## src/rtl/stoplight_pkg.sv

```systemverilog
// stoplight_pkg: shared light-slice and phase encodings for the stoplight controller
package stoplight_pkg;
  localparam logic [2:0] RED = 3'b001;
  localparam logic [2:0] YLW = 3'b010;
  localparam logic [2:0] GRN = 3'b100;
  localparam logic [1:0] PH_GREEN = 2'd0;
  localparam logic [1:0] PH_YELLOW = 2'd1;
  localparam logic [1:0] PH_ALL_RED = 2'd2;
endpackage

```

## src/rtl/rr_select.sv

```systemverilog
// rr_select: combinational pick of the first requester strictly after cur, wrapping circularly
module rr_select #(
  parameter int N_APPROACH = 2
) (
  input  logic [N_APPROACH-1:0]         req,
  input  logic [$clog2(N_APPROACH)-1:0] cur,
  output logic [$clog2(N_APPROACH)-1:0] nxt,
  output logic                          valid
);
  localparam int W = $clog2(N_APPROACH);
  always_comb begin
    nxt = cur;
    valid = 1'b0;
    for (int k = N_APPROACH - 1; k >= 1; k--) begin
      if (req[(int'(cur) + k) % N_APPROACH]) begin
        nxt = W'((int'(cur) + k) % N_APPROACH);
        valid = 1'b1;
      end
    end
  end
endmodule

```

## src/rtl/stoplight_rr.sv

```systemverilog
// stoplight_rr: round-robin traffic light controller with green/yellow/all-red phases
module stoplight_rr
  import stoplight_pkg::*;
#(
  parameter int N_APPROACH = 2,
  parameter int MIN_GREEN = 4,
  parameter int YELLOW = 1,
  parameter int ALL_RED = 0
) (
  input  logic                          clk,
  input  logic                          rst,
  input  logic [N_APPROACH-1:0]         car_present,
  output logic [3*N_APPROACH-1:0]       lights,
  output logic [$clog2(N_APPROACH)-1:0] green_idx,
  output logic [1:0]                    phase
);
  localparam int W = $clog2(N_APPROACH);
  localparam int MG_Y = MIN_GREEN > YELLOW ? MIN_GREEN : YELLOW;
  localparam int TMAX = MG_Y > ALL_RED ? MG_Y : ALL_RED;
  localparam int TW = $clog2(TMAX + 1);
  localparam int AR_LAST = ALL_RED > 0 ? ALL_RED - 1 : 0;
  localparam logic [N_APPROACH-1:0] ONE = {{(N_APPROACH-1){1'b0}}, 1'b1};
  logic [W-1:0] next_idx, sel;
  logic sel_valid, go_yellow, yellow_done, enter_green;
  logic [TW-1:0] timer;
  logic [1:0] next_phase;
  logic [N_APPROACH-1:0] req_q, others, green_mask, next_mask;
  assign green_mask = ONE << green_idx;
  assign next_mask = ONE << next_idx;
  assign others = (req_q | car_present) & ~green_mask;
  rr_select #(.N_APPROACH(N_APPROACH)) u_rr (
    .req(others),
    .cur(green_idx),
    .nxt(sel),
    .valid(sel_valid)
  );
  assign go_yellow = phase == PH_GREEN && timer >= TW'(MIN_GREEN - 1) && sel_valid;
  assign yellow_done = phase == PH_YELLOW && timer == TW'(YELLOW - 1);
  assign enter_green = (yellow_done && ALL_RED == 0) || (phase == PH_ALL_RED && timer == TW'(AR_LAST));
  assign next_phase = go_yellow ? PH_YELLOW : enter_green ? PH_GREEN : yellow_done ? PH_ALL_RED : phase;
  always_ff @(posedge clk) begin
    if (rst) begin
      phase <= PH_GREEN;
      green_idx <= '0;
      next_idx <= '0;
      timer <= '0;
      req_q <= '0;
    end else begin
      phase <= next_phase;
      timer <= next_phase != phase ? '0 : &timer ? timer : timer + TW'(1);
      if (go_yellow) next_idx <= sel;
      if (enter_green) green_idx <= next_idx;
      req_q <= (req_q | (car_present & ~(phase == PH_GREEN ? green_mask : '0))) & ~(enter_green ? next_mask : '0);
    end
  end
  always_comb begin
    lights = '0;
    for (int i = 0; i < N_APPROACH; i++)
      lights[3*i +: 3] = W'(i) != green_idx ? RED : phase == PH_GREEN ? GRN : phase == PH_YELLOW ? YLW : RED;
  end
endmodule

```

## config.mk

```make
export PLATFORM = sky130hd
export DESIGN_NAME = stoplight_rr
export DESIGN_NICKNAME = d
export VERILOG_FILES = /design/src/rtl/stoplight_pkg.sv /design/src/rtl/rr_select.sv /design/src/rtl/stoplight_rr.sv
export SDC_FILE = /design/constraint.sdc
export NUM_CORES = 1
export LEC_CHECK = 0
export BUFFER_PORTS_ARGS = -buffer_cell sky130_fd_sc_hd__buf_2
export CAP_MARGIN = 20
export CORE_MARGIN = 4
export CORE_UTILIZATION = 30
export CTS_CLUSTER_SIZE = 20
export DETAILED_ROUTE_END_ITERATION = 12
export GPL_ROUTABILITY_DRIVEN = 0
export PLACE_DENSITY = 0.59
export SETUP_SLACK_MARGIN = 0.3
export SLEW_MARGIN = 10
export SYNTH_ARGS = -nofsm -noshare
export SYNTH_HDL_FRONTEND = slang
export SYNTH_SLANG_ARGS = --single-unit
```

## constraint.sdc

```tcl
create_clock -name clk -period 1.69 [get_ports clk]
set_clock_uncertainty 0.2 [all_clocks]
set_input_delay 0.169 -clock clk [delete_from_list [all_inputs] [get_ports clk]]
set_output_delay 0.169 -clock clk [all_outputs]
set_load 0.05 [all_outputs]
```

After elaboration in Yosys (flattened, before gate mapping)
Cells that the tools add are included.
{ "classes": {"n_addsub": 2, "n_eq_ne": 3, "n_mux": 14, "magnitude_cmp": 2, "bitwise_logic": 9, "n_reduce_logical": 9, "n_shift": 2} }
{ "ops": {"columns": ["cell", "n"], "rows": [
  ["$mux 2", 6],
  ["$mux 3", 3],
  ["$and 2x2->2", 3],
  ["$not 2->2", 3],
  ["$mux 1", 5],
  ["$logic_and 1x1->1", 4],
  ["$or 2x2->2", 2],
  ["$shl 1x1->2 const A", 2],
  ["$add 3x1->3 const B", 1],
  ["$ge 3x2->1 const B", 1],
  ["$logic_not 3->1", 1],
  ["$lt 2x3->1 const B", 1],
  ["$reduce_and 3->1", 1],
  ["$eq 2x1->1 const B", 1],
  ["$eq 2x2->1 const B", 1],
  ["$logic_not 2->1", 1],
  ["$ne 2x2->1", 1],
  ["$reduce_or 2->1", 1],
  ["$add 1x1->1 const B", 1],
  ["$and 1x1->1 const A", 1],
  ["$logic_or 1x1->1", 1]
]} }
{ "totals": {"in_bits": 4, "regBits": 9, "output_inout_bits": 9, "wordCells": 46} }

Longest topological paths before layout
Gate-level depths: netlist of run 1.
{ "depth": {"depth_word": 11, "mapped_depth": 5} }

Modules after synthesis
Synthesis of run 1 repeated with hierarchy kept, for this count alone.
{ "unflattened": {"hier_cells": 62, "hier_area_um2": 519.2} }
{ "modules_own_cells": {"columns": ["module", "area_per_inst_um2", "seq_area_each_um2", "instances", "cells_each"], "rows": [
  ["stoplight_rr", 495.5, 180.2, 1, 59],
  ["rr_select", 23.8, 0.0, 1, 3]
]} }

Worst setup path before layout of run 1
Ideal clock, no wire load.
{ "synth_timing": {"kind": "register to output", "from": "register green_idx", "to": "output lights[4]", "t_arrival_ns": 1.998, "path_buffers": 0, "path_stages_with_launch": 3, "t_required_ns": 1.321, "setup_slack_ns": -0.677, "path_cell_list": "dfxtp_1 > nand2b_1 > nor2_1"} }
{ "synth_between": {"elab_chain_cells": 1} }
{ "synth_rtl": {"columns": ["element", "line", "text"], "rows": [
  ["start, declared", "stoplight_rr.sv:14", "output logic [$clog2(N_APPROACH)-1:0] green_idx,"],
  ["start signal, assigned", "stoplight_rr.sv:52", "if (enter_green) green_idx <= next_idx;"],
  ["$mux 3", "stoplight_rr.sv:59", "lights[3*i +: 3] = W'(i) != green_idx ? RED : phase == PH_GREEN ? GRN : phase == PH_YELLOW ? YLW : RED;"],
  ["end, declared", "stoplight_rr.sv:13", "output logic [3*N_APPROACH-1:0] lights,"]
]} }
No other way between the ends.

Worst setup path after layout of run 1
{ "layout_timing": {"from": "register phase[0]", "to": "output lights[2]"} }
{ "layout_between": {"elab_chain_cells": 3} }
{ "layout_rtl": {"columns": ["element", "line", "text"], "rows": [
  ["start, declared", "stoplight_rr.sv:15", "output logic [1:0] phase"],
  ["start signal, assigned", "stoplight_rr.sv:49", "phase <= next_phase;"],
  ["$logic_not 2->1", "stoplight_rr.sv:59", null],
  ["$mux 3 (2 in a row)", "stoplight_rr.sv:59", null]
]} }
No other way between the ends.

==> results of run 1 <==
==> cells in the mapped netlist, drive strengths merged <==
cell | n | share of area, %
a21oi | 3 | 2.9
inv | 7 | 5.1
or2 | 1 | 1.2
xnor2 | 1 | 1.7
dfxtp | 9 | 35
nand2b | 2 | 2.4
a221oi | 1 | 1.7
nor4 | 3 | 3.7
a2111oi | 1 | 5.4
o21a | 1 | 1.5
mux2i | 1 | 2.0
o32ai | 1 | 1.7
o21bai | 1 | 1.5
o21ai | 4 | 4.6
nor3b | 1 | 1.5
xor2 | 1 | 1.7
ha | 4 | 9.8
nor2 | 7 | 5.1
or3 | 3 | 3.7
buf | 2 | 1.7
a211oi | 2 | 3.9
o21ba | 1 | 2.0
==> cells by family (layout without fill, tap and decap cells) <==
logic type               count (synthesis)  count (layout)  synth area share [%]
XOR/XNOR                                 2               2                 3.424
buffers and inverters                    9              37                 6.845
flip-flops                               9               9                 35.21
multiplexers                             1               1                 1.956
AND/OR/NAND/NOR                         17              17                 17.61
adder cells (fa/ha/maj)                  4               4                 9.780
AO/OA/AOI/OAI                           15              15                 25.18
==> power breakdown <==
| part | switching (mW) | internal [mW] | total [mW] |
|---|---|---|---|
| clock network | 0.0809 | 0.0914 | 0.172 |
| logic | 0.375 | 0.333 | 0.708 |
| registers | 0.0573 | 0.273 | 0.330 |
| total | 0.513 | 0.697 | 1.21 |
==> sequential cells by signal (all words and copies together), names as in the netlist <==
name,cells
green_idx,1
next_idx,1
phase,2
req_q,2
timer,3
==> cell type report <==
cell class,instances,area share [%]
Clock buffer,4,2.622
Inverter,7,2.996
Multi-Input combinational cell,39,45.69
Sequential cell,9,19.98
Tap cell,16,1.998
Timing Repair Buffer,26,26.72
==> what timing repair did <==
item | in CTS | in global routing
gates resized for setup | 33 | 14
endpoints found under the setup margin | 14 | 16
setup buffers | 12 | 2
pin swaps | 12 | 4
==> cells in the final DEF (no fill, tap or decap), types with 2 or more instances in the layout <==
master,count
a21oi_1,3
nor2_4,4
ha_4,2
buf_8,7
inv_1,5
ha_1,2
buf_4,7
o21ai_0,3
clkbuf_4,3
buf_6,8
nor2_1,3
or3_1,2
nor4_2,2
dfxtp_1,3
dfxtp_4,5
nand2b_4,2
buf_2,4
==> metal layers <==
metal | vias up | track usage (%)
met5 | - | 0
met4 | 0 | 5.687
met3 | 7 | 5.810
met2 | 12 | 25.22
met1 | 255 | 15.71
li1 | 258 | -
==> worst max path at each step <==
stage	startpoint	end	slack, ps	cells past startpoint
final	phase[0]	lights[2]	90	3
after global routing	phase[0]	lights[2]	60	3
after CTS	phase[0]	lights[2]	80	3
after detailed placement	timer[1]	timer[2]	160	5
after global placement	timer[1]	next_idx	170	5
after floorplan	phase[0]	lights[2]	200	3
==> flow_metrics.env, run 1 <==
export IMPL_dp_cells=83
export IMPL_crit_chain="or3_4 -> clkinvlp_4 -> buf_8"
export IMPL_dp_hpwl_um=795.5
export IMPL_clk_pin_slew_ps=60
export IMPL_cp_arrival_ps=1230
export IMPL_seqCellArea_um2=200.2
export IMPL_cellPowerDensity_mw_per_mm2=1208
export IMPL_reg2reg_slack_ps=90
export IMPL_numCtsBuffers=3
export IMPL_maxCapViolCount=0
export IMPL_whs_path_depth=2
export IMPL_setup_viol=0
export IMPL_wl_met2_um=861
export IMPL_vias=532
export IMPL_layout_setup_ws_ps=89.72
export IMPL_reg2reg_to="phase[0]"
export IMPL_final_area_mm2=0.001002
export IMPL_synth_warnings=0
export IMPL_slew_headroom_pct=80.21
export IMPL_highest_layer="met4"
export IMPL_synth_cell_types=25
export IMPL_drtIter0Drc=2
export IMPL_grt_overflow=0
export IMPL_grt_pass1_wl_um=2608
export IMPL_drc=0
export IMPL_p_total_mw=1.211
export IMPL_placed_area_um2=681.9
export IMPL_cp_end_kind="output port"
export IMPL_multi_input_area_um2=457.9
export IMPL_cp_start_kind="register"
export IMPL_min_to="req_q[0]"
export IMPL_netlist_area_um2=511.7
export IMPL_area_growth_pct=95.84
export IMPL_yosysSeqAreaShare_pct=35.21
export IMPL_hold_violations=0
export IMPL_peakVddDrop_uv=862.2
export IMPL_wl_met1_um=640
export IMPL_start_util_pct=32.83
export IMPL_drtPass1Iterations=2
export IMPL_clk_latency_ps=270
export IMPL_crit_slowest_cell="or3_4"
export IMPL_die_x_um=49.30
export IMPL_cp_top_family="simple AND/OR/NAND/NOR gates"
export IMPL_reg2reg_depth=6
export IMPL_htreeDepth=1
export IMPL_pre_cts_slack_ps=161.7
export IMPL_ys_ff_latch=9
export IMPL_die_area_mm2=0.002430
export IMPL_nets=94
export IMPL_tns_ps=0
export IMPL_track_usage_pct=14.60
export IMPL_portBuffers=12
export IMPL_synth_fp_nets=65
export IMPL_fin_crit_ps=1600
export IMPL_max_stage_delay_ps=400
export IMPL_grt_max_degree=11
export IMPL_post_route_util_pct=64.29
export IMPL_final_max_slew_viol_count=0
export IMPL_path_max_fanout=3
export IMPL_post_drt_via_cell_ratio=5.267
export IMPL_worstMarginPinSlew_ps=296.8
export IMPL_min_from="rst"
export IMPL_n_antenna_cell=0
export IMPL_r2r_start="timer[1]"
export IMPL_drt_total_wl_um=1615
export IMPL_met3WireLength_um=78
export IMPL_path_class="register to output port"
export IMPL_clock_path_buffers=2
export IMPL_wl_per_cell_um=15.99
export IMPL_drive_gt1_share_pct=67.06
export IMPL_critPathBufInv=2
export IMPL_synth_area_per_cell_um2=8.978
export IMPL_fp_dieH_um=49.30
export IMPL_cts_hold_buf=0
export IMPL_hold_class="input port to register"
export IMPL_drtAntennaViolNets=0
export IMPL_rsz0062_at_grt="yes"
export IMPL_io_pins=13
export IMPL_root_buffer="clkbuf_4"
export IMPL_p_leak_nw=0.3895
export IMPL_required_ps=1320
export IMPL_fillCellCount=121
export IMPL_design_core_area_mm2=0.001559
export IMPL_instances_no_fill=101
export IMPL_status="finished clean"
export IMPL_rows=14
export IMPL_cts_tree="built"
export IMPL_antenna_found_initial=0
export IMPL_cts_sink_count=9
export IMPL_hold_ws_ps=45.89
export IMPL_first_global_vias=552
export IMPL_post_route_period_util_pct=94.69
export IMPL_synthCells=57
export IMPL_clock_fmax_ghz=0.6249
No activity file was read; power rests on OpenSTA's default activity.
==> inputs of run 2 (changes only) <==
Settings changed: CORE_ASPECT_RATIO from default to 1.2, RECOVER_POWER from default to 25.
==> flow_metrics.env, run 2 (synthesis gave the netlist of run 1 again) <==
export IMPL_multi_input_area_um2=455.4
export IMPL_path_max_fanout=4
export IMPL_clk_pin_slew_ps=60
export IMPL_final_max_slew_viol_count=0
export IMPL_required_ps=1320
export IMPL_switching_share_pct=41.81
export IMPL_fillCellCount=142
export IMPL_track_usage_pct=11.80
export IMPL_n_antenna_cell=0
export IMPL_cp_top_family="simple AND/OR/NAND/NOR gates"
export IMPL_path_class="register to output port"
export IMPL_p_comb_share_pct=55.8
export IMPL_htreeDepth=1
export IMPL_final_cell_mix="7 x buf_6, 6 x dfxtp_4, 6 x buf_4"
export IMPL_clk_latency_ps=260
export IMPL_cts_sink_count=9
export IMPL_setup_viol=0
export IMPL_fp_dieH_um=53.24
export IMPL_clock_fmax_ghz=0.6230
export IMPL_final_common_cell="buf_6"
export IMPL_start_util_pct=31.56
export IMPL_p_total_mw=1.158
export IMPL_worstMarginPinSlew_ps=455.9
export IMPL_io_pins=13
export IMPL_hold_violations=0
export IMPL_wl_per_cell_um=13.19
export IMPL_clock_path_buffers=2
export IMPL_p_int_mw=0.6738
export IMPL_first_global_vias=484
export IMPL_p_leak_nw=0.3384
export IMPL_drtAntennaViolNets=0
export IMPL_crit_chain="or3_4 -> clkinvlp_4 -> buf_8"
export IMPL_root_buffer="clkbuf_4"
export IMPL_rsz0062_at_grt="yes"
export IMPL_cts_hold_buf=0
export IMPL_rows=16
export IMPL_status="finished clean"
export IMPL_dp_hpwl_um=832.4
export IMPL_area_growth_pct=79.46
export IMPL_cellPowerDensity_mw_per_mm2=1261
export IMPL_reg2reg_slack_ps=170
export IMPL_post_drt_via_cell_ratio=5.082
export IMPL_power_switching_mw=0.4842
export IMPL_numCtsBuffers=3
export IMPL_antenna_found_initial=0
export IMPL_grt_max_degree=11
export IMPL_cp_start_kind="register"
export IMPL_drtIter0Drc=4
export IMPL_p_seq_share_pct=29.3
export IMPL_grt_overflow=0
export IMPL_portBuffers=12
export IMPL_slew_headroom_pct=69.61
export IMPL_post_route_period_util_pct=94.98
export IMPL_nets=88
export IMPL_seqCellArea_um2=202.7
export IMPL_hold_class="input port to register"
export IMPL_drtPass1Iterations=5
export IMPL_drc=0
export IMPL_die_x_um=45.70
export IMPL_cp_arrival_ps=1240
export IMPL_maxCapViolCount=0
export IMPL_max_stage_delay_ps=400
export IMPL_top_regs="timer x3, phase x2, req_q x2"
export IMPL_die_area_mm2=0.002433
export IMPL_vias=493
export IMPL_crit_slowest_cell="or3_4"
export IMPL_design_core_area_mm2=0.001622
export IMPL_tns_ps=0
export IMPL_grt_pass1_wl_um=2021
export IMPL_cts_tree="built"
export IMPL_drive_gt1_share_pct=68.35
export IMPL_clkPwrFrac_pct=14.8
export IMPL_drt_total_wl_um=1279
export IMPL_peakVddDrop_uv=808.2
export IMPL_critPathBufInv=2
export IMPL_top_register="timer"
export IMPL_largest_reg_flops=3
export IMPL_fin_crit_ps=1605
export IMPL_cp_end_kind="output port"
[run 2: cell types whose count changed in the layout (fill, tap and decap cells not counted), moves of 2 or more]
cell      before  now
clkbuf_2       0    2
buf_8          7    2
ha_1           2    0
ha_4           2    4
[run 2: layout make-up]
cell class | instances | area share [%]
timing repair buffer | 20 | 19.48
inverter | 7 | 3.542
clock buffer | 4 | 2.861
sequential | 9 | 22.07
multi-input combinational | 39 | 49.59
tap | 18 | 2.452
[run 2: what timing repair did]
item	in CTS	in global routing
pin swaps	11	4
endpoints found under the setup margin	14	16
setup buffers	8	0
resized for setup	30	12
[run 2: power groups by stage]
stage | Sequential [mW] | Clock (mW) | Combinational, mW
floorplan | 0.352 | 0 | 0.339
global placement | 0.358 | 0 | 0.392
detailed placement | 0.360 | 0 | 0.398
CTS | 0.339 | 0.174 | 0.631
global route | 0.347 | 0.183 | 0.695
finish | 0.340 | 0.172 | 0.647
[run 2: metrics by stage]
step | instance area, um^2 | std cells | setup WS [ps] | hold WS, ps | utilization [%]
2_1_floorplan | 616.8 | 57 | 200.4 | 143.6 | -
3_5_place_dp | 684.4 | 85 | 96.27 | 259.9 | 42.21
5_1_grt | 918.4 | 97 | 55.70 | 25.67 | 56.64
4_1_cts | 889.6 | 97 | 85.04 | 3.632 | 54.86
3_3_place_gp | 684.4 | 85 | 143.3 | 255.9 | 42.21
6_report | 918.4 | 97 | 84.80 | 2.790 | 56.64
[run 2: metal layers]
| metal | vias to the layer above | global-route usage, % | routed length [um] |
|---|---|---|---|
| met2 | 19 | 20.00 | 667 |
| met4 | 0 | 9.005 | 56 |
| li1 | 244 | - | - |
| met3 | 9 | 2.041 | 84 |
| met1 | 221 | 12.50 | 470 |
| met5 | - | 0 | 0 |
[run 2: worst register-to-register path: cells and delay by family (launching register included)]
kind | cells | cell delay, ps
AOI/OAI and AO/OA | 3 | 520
DFF | 1 | 380
adders and majority gates | 2 | 300
[run 2: worst paths after layout]
kind | start | to | cells after the start
hold / removal | rst | green_idx | 2
hold reg to reg | next_idx | req_q[1] | 1
setup reg to reg | timer[1] | next_idx | 5
setup / recovery | phase[1] | lights[2] | 3
